[config.mk]
export PLATFORM = sky130hd
export DESIGN_NAME = sobel_frame_ctrl
export DESIGN_NICKNAME = d
export VERILOG_FILES = /design/src/rtl/sobel_pkg.sv /design/src/rtl/sobel_scan_cnt.sv /design/src/rtl/sobel_frame_ctrl.sv
export SDC_FILE = /design/constraint.sdc
export NUM_CORES = 1
export LEC_CHECK = 0
export ABC_AREA = 0
export CAP_MARGIN = 20
export CORE_MARGIN = 2
export CORE_UTILIZATION = 40
export CTS_BUF_LIST = sky130_fd_sc_hd__clkbuf_8 sky130_fd_sc_hd__clkbuf_16
export DETAILED_ROUTE_END_ITERATION = 6
export HOLD_SLACK_MARGIN = 0.1
export PLACE_DENSITY = 0.66
export REMOVE_ABC_BUFFERS = 1
export SYNTH_ARGS = -nofsm -noshare
export SYNTH_HDL_FRONTEND = slang
export SYNTH_HIERARCHICAL = 1
export SYNTH_SLANG_ARGS = --single-unit
export TNS_END_PERCENT = 100
[constraint.sdc]
create_clock -name clk -period 3.8 [get_ports clk]
set_clock_uncertainty 0.15 [all_clocks]
set_input_delay 0.76 -clock clk [delete_from_list [all_inputs] [get_ports clk]]
set_output_delay 0.76 -clock clk [all_outputs]
set_load 0.02 [all_outputs]
[src/rtl/sobel_pkg.sv]
// Shared types and default geometry for the Sobel frame controller.
// Holds the FSM encoding and the coordinate width used by the scan counters.
package sobel_pkg;

    localparam int IMG_W_DEF  = 64;
    localparam int IMG_H_DEF  = 64;
    localparam int ADDR_W_DEF = 12;
    localparam int CRD_W      = 16;

    typedef enum logic [2:0] {
        IDLE,
        FETCH0,
        FETCH1,
        FETCH2,
        ISSUE,
        DONE
    } state_t;

endpackage

[src/rtl/sobel_scan_cnt.sv]
// Row/column scan counters and row-major pixel address for one 3-row band.
// The address is for row r+row_ofs_i at column c and is combinational from the counters.
module sobel_scan_cnt
    import sobel_pkg::*;
#(
    parameter int IMG_W  = IMG_W_DEF,
    parameter int IMG_H  = IMG_H_DEF,
    parameter int ADDR_W = ADDR_W_DEF
) (
    input  logic              clk,
    input  logic              rst,
    input  logic              clr_i,
    input  logic              adv_i,
    input  logic [1:0]        row_ofs_i,
    output logic [CRD_W-1:0]  r_o,
    output logic [CRD_W-1:0]  c_o,
    output logic [ADDR_W-1:0] addr_o,
    output logic              last_col_o,
    output logic              last_row_o
);

    logic [CRD_W-1:0]  r_q, r_d;
    logic [CRD_W-1:0]  c_q, c_d;
    logic [ADDR_W-1:0] row_a;

    always_comb begin
        r_d = r_q;
        c_d = c_q;
        if (clr_i) begin
            r_d = '0;
            c_d = '0;
        end else if (adv_i) begin
            if (last_col_o) begin
                c_d = '0;
                r_d = r_q + CRD_W'(1);
            end else begin
                c_d = c_q + CRD_W'(1);
            end
        end
    end

    always_ff @(posedge clk) begin
        if (rst) begin
            r_q <= '0;
            c_q <= '0;
        end else begin
            r_q <= r_d;
            c_q <= c_d;
        end
    end

    always_comb begin
        last_col_o = (c_q == CRD_W'(IMG_W - 1));
        last_row_o = (r_q == CRD_W'(IMG_H - 3));
        row_a      = ADDR_W'(r_q) + ADDR_W'(row_ofs_i);
        addr_o     = row_a * ADDR_W'(IMG_W) + ADDR_W'(c_q);
        r_o        = r_q;
        c_o        = c_q;
    end

endmodule

[src/rtl/sobel_frame_ctrl.sv]
// Walks a frame in 3-row bands, reading three vertically adjacent pixels per column
// and presenting them as one column strobe every 4 cycles; hold_i stalls in ISSUE.
module sobel_frame_ctrl
    import sobel_pkg::*;
#(
    parameter int IMG_W  = IMG_W_DEF,
    parameter int IMG_H  = IMG_H_DEF,
    parameter int ADDR_W = ADDR_W_DEF
) (
    input  logic              clk,
    input  logic              rst,
    input  logic              start_i,
    input  logic              hold_i,
    output logic              mem_rd_o,
    output logic [ADDR_W-1:0] mem_addr_o,
    input  logic [7:0]        mem_data_i,
    output logic [7:0]        col_d0_o,
    output logic [7:0]        col_d1_o,
    output logic [7:0]        col_d2_o,
    output logic              col_valid_o,
    output logic              win_valid_o,
    output logic [15:0]       win_x_o,
    output logic [15:0]       win_y_o,
    output logic              busy_o,
    output logic              frame_done_o
);

    state_t            state_q, state_d;
    logic [7:0]        d0_q, d0_d, d1_q, d1_d, d2_q, d2_d;
    logic              first_q, first_d;
    logic              cnt_clr, cnt_adv, in_win;
    logic [1:0]        row_ofs;
    logic [CRD_W-1:0]  r_cnt, c_cnt;
    logic [ADDR_W-1:0] addr;
    logic              last_col, last_row;

    sobel_scan_cnt #(
        .IMG_W  (IMG_W),
        .IMG_H  (IMG_H),
        .ADDR_W (ADDR_W)
    ) u_scan (
        .clk        (clk),
        .rst        (rst),
        .clr_i      (cnt_clr),
        .adv_i      (cnt_adv),
        .row_ofs_i  (row_ofs),
        .r_o        (r_cnt),
        .c_o        (c_cnt),
        .addr_o     (addr),
        .last_col_o (last_col),
        .last_row_o (last_row)
    );

    always_comb begin
        state_d = state_q;
        cnt_clr = 1'b0;
        cnt_adv = 1'b0;
        row_ofs = 2'd0;
        d0_d    = d0_q;
        d1_d    = d1_q;
        d2_d    = d2_q;
        case (state_q)
            IDLE: begin
                if (start_i) begin
                    state_d = FETCH0;
                    cnt_clr = 1'b1;
                end
            end
            FETCH0: state_d = FETCH1;
            FETCH1: begin
                row_ofs = 2'd1;
                d0_d    = mem_data_i;
                state_d = FETCH2;
            end
            FETCH2: begin
                row_ofs = 2'd2;
                d1_d    = mem_data_i;
                state_d = ISSUE;
            end
            ISSUE: begin
                if (first_q) d2_d = mem_data_i;
                if (!hold_i) begin
                    cnt_adv = 1'b1;
                    state_d = (last_col && last_row) ? DONE : FETCH0;
                end
            end
            DONE:    state_d = IDLE;
            default: state_d = IDLE;
        endcase
        // Row-2 data lands during the first ISSUE cycle; later ISSUE cycles use the captured copy.
        first_d = (state_q == FETCH2);
    end

    always_ff @(posedge clk) begin
        if (rst) begin
            state_q <= IDLE;
            d0_q    <= '0;
            d1_q    <= '0;
            d2_q    <= '0;
            first_q <= 1'b0;
        end else begin
            state_q <= state_d;
            d0_q    <= d0_d;
            d1_q    <= d1_d;
            d2_q    <= d2_d;
            first_q <= first_d;
        end
    end

    always_comb begin
        mem_rd_o     = (state_q == FETCH0) || (state_q == FETCH1) || (state_q == FETCH2);
        mem_addr_o   = mem_rd_o ? addr : '0;
        col_valid_o  = (state_q == ISSUE) && !hold_i;
        in_win       = (state_q == ISSUE) && (c_cnt >= CRD_W'(2));
        win_valid_o  = col_valid_o && in_win;
        win_x_o      = in_win ? 16'(c_cnt - CRD_W'(1)) : 16'd0;
        win_y_o      = in_win ? 16'(r_cnt + CRD_W'(1)) : 16'd0;
        busy_o       = (state_q != IDLE);
        frame_done_o = (state_q == DONE);
        col_d0_o     = d0_q;
        col_d1_o     = d1_q;
        col_d2_o     = first_q ? mem_data_i : d2_q;
    end

endmodule
==> flow_summary.html <==
<table>
<tr><th>Metric</th><th>Value</th></tr>
<tr><th colspan="2">Outcome</th></tr>
<tr><td>Status</td><td>finished clean</td></tr>
<tr><th colspan="2">Pwr</th></tr>
<tr><td>Clk pwr share</td><td>40.9%</td></tr>
<tr><td>Peak VDD IR</td><td>0.000261 V</td></tr>
<tr><td>Net Switching</td><td>about 330 µW</td></tr>
<tr><td>Overall power consumption</td><td>~1400 µW</td></tr>
<tr><td>Static Leak</td><td>approximately 0.0022 µW</td></tr>
<tr><td>Combinational group share of total power</td><td>11.8%</td></tr>
<tr><td>Internal power contribution</td><td>1040 µW</td></tr>
<tr><td>Sequential Power Share</td><td>a little under half</td></tr>
<tr><td>PD cells</td><td>259 nW/µm²</td></tr>
<tr><td>Switching share of total power</td><td>between 20% and 30%</td></tr>
<tr><th colspan="2">Timing</th></tr>
<tr><td>Final slew viol count</td><td>0</td></tr>
<tr><td>Unrepaired setup endpoints after global routing</td><td>true</td></tr>
<tr><td>Peak Freq</td><td>between 200 and 300 MHz</td></tr>
<tr><td>Max-Slew Margin vs Limit</td><td>61.3%</td></tr>
<tr><td>Number of setup violations in the final report</td><td>0</td></tr>
<tr><td>Actual slew at the worst max-slew pin</td><td>0.580 ns</td></tr>
<tr><td>Min cycle time layout</td><td>3.72 ns</td></tr>
<tr><td>Final period utilization</td><td>97.9%</td></tr>
<tr><td>Final hold violations</td><td>0</td></tr>
<tr><td>Sum of negative setup slack</td><td>0 ns</td></tr>
<tr><th colspan="2">Synth</th></tr>
<tr><td>Leading cell type by number of instances after synthesis</td><td>nor2_1</td></tr>
<tr><td>Most area-hungry cell type in the Yosys netlist</td><td>dfxtp_1</td></tr>
<tr><td>Avg Synthesized Cell Area</td><td>8.06 µm²</td></tr>
<tr><td>Flip-flop and latch count after synthesis</td><td>60</td></tr>
<tr><td>Area contributors post-synth</td><td>dfxtp_1 (30%), nor2_1 (5.8%), a21oi_1 (5.2%)</td></tr>
<tr><td>Unique cell type count in the Yosys netlist</td><td>51</td></tr>
<tr><td>Synthesized area</td><td>3970 µm²</td></tr>
<tr><td>Top cell type's share of synthesized area</td><td>30.3%</td></tr>
<tr><td>Share of synthesized registers carrying an async set or reset</td><td>0%</td></tr>
<tr><td>Yosys warning count</td><td>6</td></tr>
<tr><td>Most used standard cells in the synthesized netlist</td><td>nor2_1 (61), dfxtp_1 (60), a21oi_1 (41)</td></tr>
<tr><td>Cell count after synthesis</td><td>492</td></tr>
<tr><td>Number of enable flip-flop cells after synthesis</td><td>0</td></tr>
<tr><td>Predominant post-synthesis flop cell</td><td>dfxtp_1</td></tr>
<tr><td>Sequential share of the synthesized area</td><td>30.3%</td></tr>
<tr><th colspan="2">Clocking</th></tr>
<tr><td>Cts bufs inserted</td><td>9</td></tr>
<tr><td>Htree depth</td><td>3</td></tr>
<tr><td>Clock sink total</td><td>60</td></tr>
<tr><td>Root Buffer</td><td>clkbuf_8</td></tr>
<tr><td>Clock slew at reported path FFs</td><td>0.07 ns</td></tr>
<tr><td>Hold-fix buffers, CTS</td><td>0</td></tr>
<tr><td>Clock Tree Buf Depth</td><td>2</td></tr>
<tr><td>Clock tree from TritonCTS</td><td>done</td></tr>
<tr><td>Insertion delay to the later sink of the worst-skew pair</td><td>0.33 ns</td></tr>
<tr><th colspan="2">Worst setup path</th></tr>
<tr><td>Worst Setup Start Kind</td><td>register</td></tr>
<tr><td>Register-to-register setup slack</td><td>0.83 ns</td></tr>
<tr><td>Worst setup startpoint</td><td>u_scan/c_o[10]$_SDFFE_PP0P_</td></tr>
<tr><td>Length in cells of the worst reg-to-reg path</td><td>8</td></tr>
<tr><td>Origin of the critical flop-to-flop path</td><td>state_q[0]$_SDFFE_PP0P_</td></tr>
<tr><td>End point of the critical path</td><td>win_y_o[8]</td></tr>
<tr><td>Largest fanout on the critical path</td><td>11</td></tr>
<tr><td>Critical Setup Path Class</td><td>reg -&gt; out</td></tr>
<tr><td>Arr. time, crit path</td><td>2.81 ns</td></tr>
<tr><td>R2r endpoint</td><td>u_scan/r_o[9]$_SDFFE_PP0P_</td></tr>
<tr><td>Worst path required time</td><td>roughly 2.9 ns</td></tr>
<tr><td>Worst setup EP type</td><td>output port</td></tr>
<tr><th colspan="2">Place</th></tr>
<tr><td>Global placer's final weighted congestion</td><td>0.833</td></tr>
<tr><td>Cell area after placement</td><td>5040 µm²</td></tr>
<tr><td>Placed cell count</td><td>710</td></tr>
<tr><td>Sum of net half-perimeters after detailed placement</td><td>7.89 mm</td></tr>
<tr><td>Count of buffers from port buffering</td><td>84</td></tr>
<tr><th colspan="2">Detailed routing</th></tr>
<tr><td>Average detailed-routed wire length per instance</td><td>around 15 µm</td></tr>
<tr><td>Iteration-0 DRC count of the detailed router</td><td>139</td></tr>
<tr><td>Overall routed net length</td><td>11.0 mm</td></tr>
<tr><td>Avg Vias per Cell</td><td>around 5.5</td></tr>
<tr><td>Total via count in the routed design</td><td>between 3000 and 4000</td></tr>
<tr><td>Drt first pass iters</td><td>5</td></tr>
<tr><td>Post-route antenna net violation count</td><td>0</td></tr>
<tr><td>Remaining routing DRC violations</td><td>0</td></tr>
<tr><th colspan="2">Floorplanning</th></tr>
<tr><td>Number of rows created at floorplan</td><td>36</td></tr>
<tr><td>Number of primary I/O pins</td><td>between 80 and 90</td></tr>
<tr><td>Die footprint</td><td>roughly 11000 µm²</td></tr>
<tr><td>Effective utilization at floorplan</td><td>between 40% and 50%</td></tr>
<tr><td>Height of the chip</td><td>104 µm</td></tr>
<tr><td>X dimension of the die</td><td>a little over 100 µm</td></tr>
<tr><td>Core outline area</td><td>9680 µm²</td></tr>
<tr><th colspan="2">Final layout</th></tr>
<tr><td>Fraction of layout instances using a drive strength above 1</td><td>between 10% and 20%</td></tr>
<tr><td>Layout overhead on the synthesized area</td><td>34.2%</td></tr>
<tr><td># diodes</td><td>0</td></tr>
<tr><td>Nets</td><td>just over 600</td></tr>
<tr><td>Core occupancy in the finished layout</td><td>55.0%</td></tr>
<tr><td>Count of non-filler cells in the finished layout</td><td>726</td></tr>
<tr><td>Cell area after layout</td><td>~5300 µm²</td></tr>
<tr><th colspan="2">GRT</th></tr>
<tr><td>GRT Total Usage</td><td>between 20% and 30%</td></tr>
<tr><td>Global-route wire length before repair</td><td>around 18 mm</td></tr>
<tr><td>GRT Residual Overflow</td><td>0</td></tr>
<tr><td>Antenna violations before repair</td><td>0</td></tr>
<tr><td>Largest net degree at the start of global routing</td><td>35</td></tr>
<tr><td>Via count of the first global-routing pass</td><td>approximately 3800</td></tr>
<tr><th colspan="2">Hold path</th></tr>
<tr><td>Hold path depth</td><td>2</td></tr>
<tr><td>Class of the tightest hold or removal check</td><td>reg -&gt; reg</td></tr>
<tr><th colspan="2">Flow run</th></tr>
<tr><td>Reported max-cap violation count</td><td>0</td></tr>
</table>
-- cell usage in the layout, fill, tap and decap left out, types with 12 or more instances in the layout --
cell type and n:
buf_4 32, and2_1 14, dfxtp_1 57, o31ai_1 21
inv_1 16, or4_1 18, nand3_1 19, mux2i_1 16
nor2_1 61, xnor2_1 22, clkdlybuf4s50_1 65, nand2_1 38
nor3_1 12, nand4_1 13, xor2_1 17, a21oi_1 39
dlymetal6s2s_1 13
-- worst max-delay path: stages (launching register included) --
cell	delay, ns
dfxtp_1	0.31
or4_4	0.56
or4_4	0.48
o31ai_4	0.30
buf_4	0.23
nor2_1	0.06
clkdlybuf4s50_1	0.54
-- registers in the layout (all words and copies together) (netlist names) --
signal	cells
col_d0_o	8
first_q	1
d2_q	8
u_scan/r_o	16
u_scan/c_o	16
col_d1_o	8
state_q	3
-- kinds of logic after synthesis --
family	Yosys count	synth area share (%)
simple gates	223	30.3
compound gates	83	13.1
flops	60	30.3
buf+inv	46	5.77
xor+xnor	40	8.83
mux	24	6.31
fa+ha+maj	16	5.43
-- power groups by stage --
stage	Combinational, µW	Sequential (µW)	Clock [µW]
finish	163	650	564
detailed placement	158	663	0
CTS	161	650	579
global placement	157	662	0
floorplan	62.7	674	0
global route	177	651	606
-- worst min-delay path by stage --
stage                                   startpoint                  endpoint  slack [ns]
final                     col_d1_o[6]$_SDFFE_PP0N_  col_d1_o[6]$_SDFFE_PP0N_        0.31
after CTS                 col_d1_o[6]$_SDFFE_PP0N_  col_d1_o[6]$_SDFFE_PP0N_        0.31
after floorplan               d2_q[0]$_SDFFE_PP0N_      d2_q[0]$_SDFFE_PP0N_        0.31
after global routing      col_d1_o[5]$_SDFFE_PP0N_  col_d1_o[5]$_SDFFE_PP0N_        0.33
after detailed placement  col_d1_o[4]$_SDFFE_PP0N_  col_d1_o[4]$_SDFFE_PP0N_        0.30
after global placement    col_d1_o[1]$_SDFFE_PP0N_  col_d1_o[1]$_SDFFE_PP0N_        0.29
-- timing repair --
item | CTS | global route
resized for setup | 21 | 26
setup endpoints to repair | 11 | 24
pin swaps | 0 | 2
setup buffers | 1 | 1
-- area by class of cell --
class | instances | area [µm²]
fill | 919 | 4360
timing repair buffer | 117 | 1110
sequential | 60 | 1200
clock buffer | 11 | 151
tap | 133 | 166
clock inverter | 3 | 38.8
multi-input combinational | 386 | 2590
inverter | 16 | 61.3
-- per-layer routing --
metal	vias to the layer above	track usage (%)	wire [µm]
li1	1967	-	-
met1	1862	25.6	4960
met2	129	33.3	5180
met3	19	4.97	716
met4	0	7.43	195
met5	-	0	0
-- per-stage QoR --
| stage | setup slack [ns] | hold WS, ns |
|---|---|---|
| after floorplan | -0.436 | 0.306 |
| after global placement | -0.0196 | 0.295 |
| after detailed placement | -0.145 | 0.301 |
| after CTS | 0.0329 | 0.312 |
| after global routing | -0.0246 | 0.332 |
| final | 0.0797 | 0.310 |
Power figures use the tool's default switching activity.
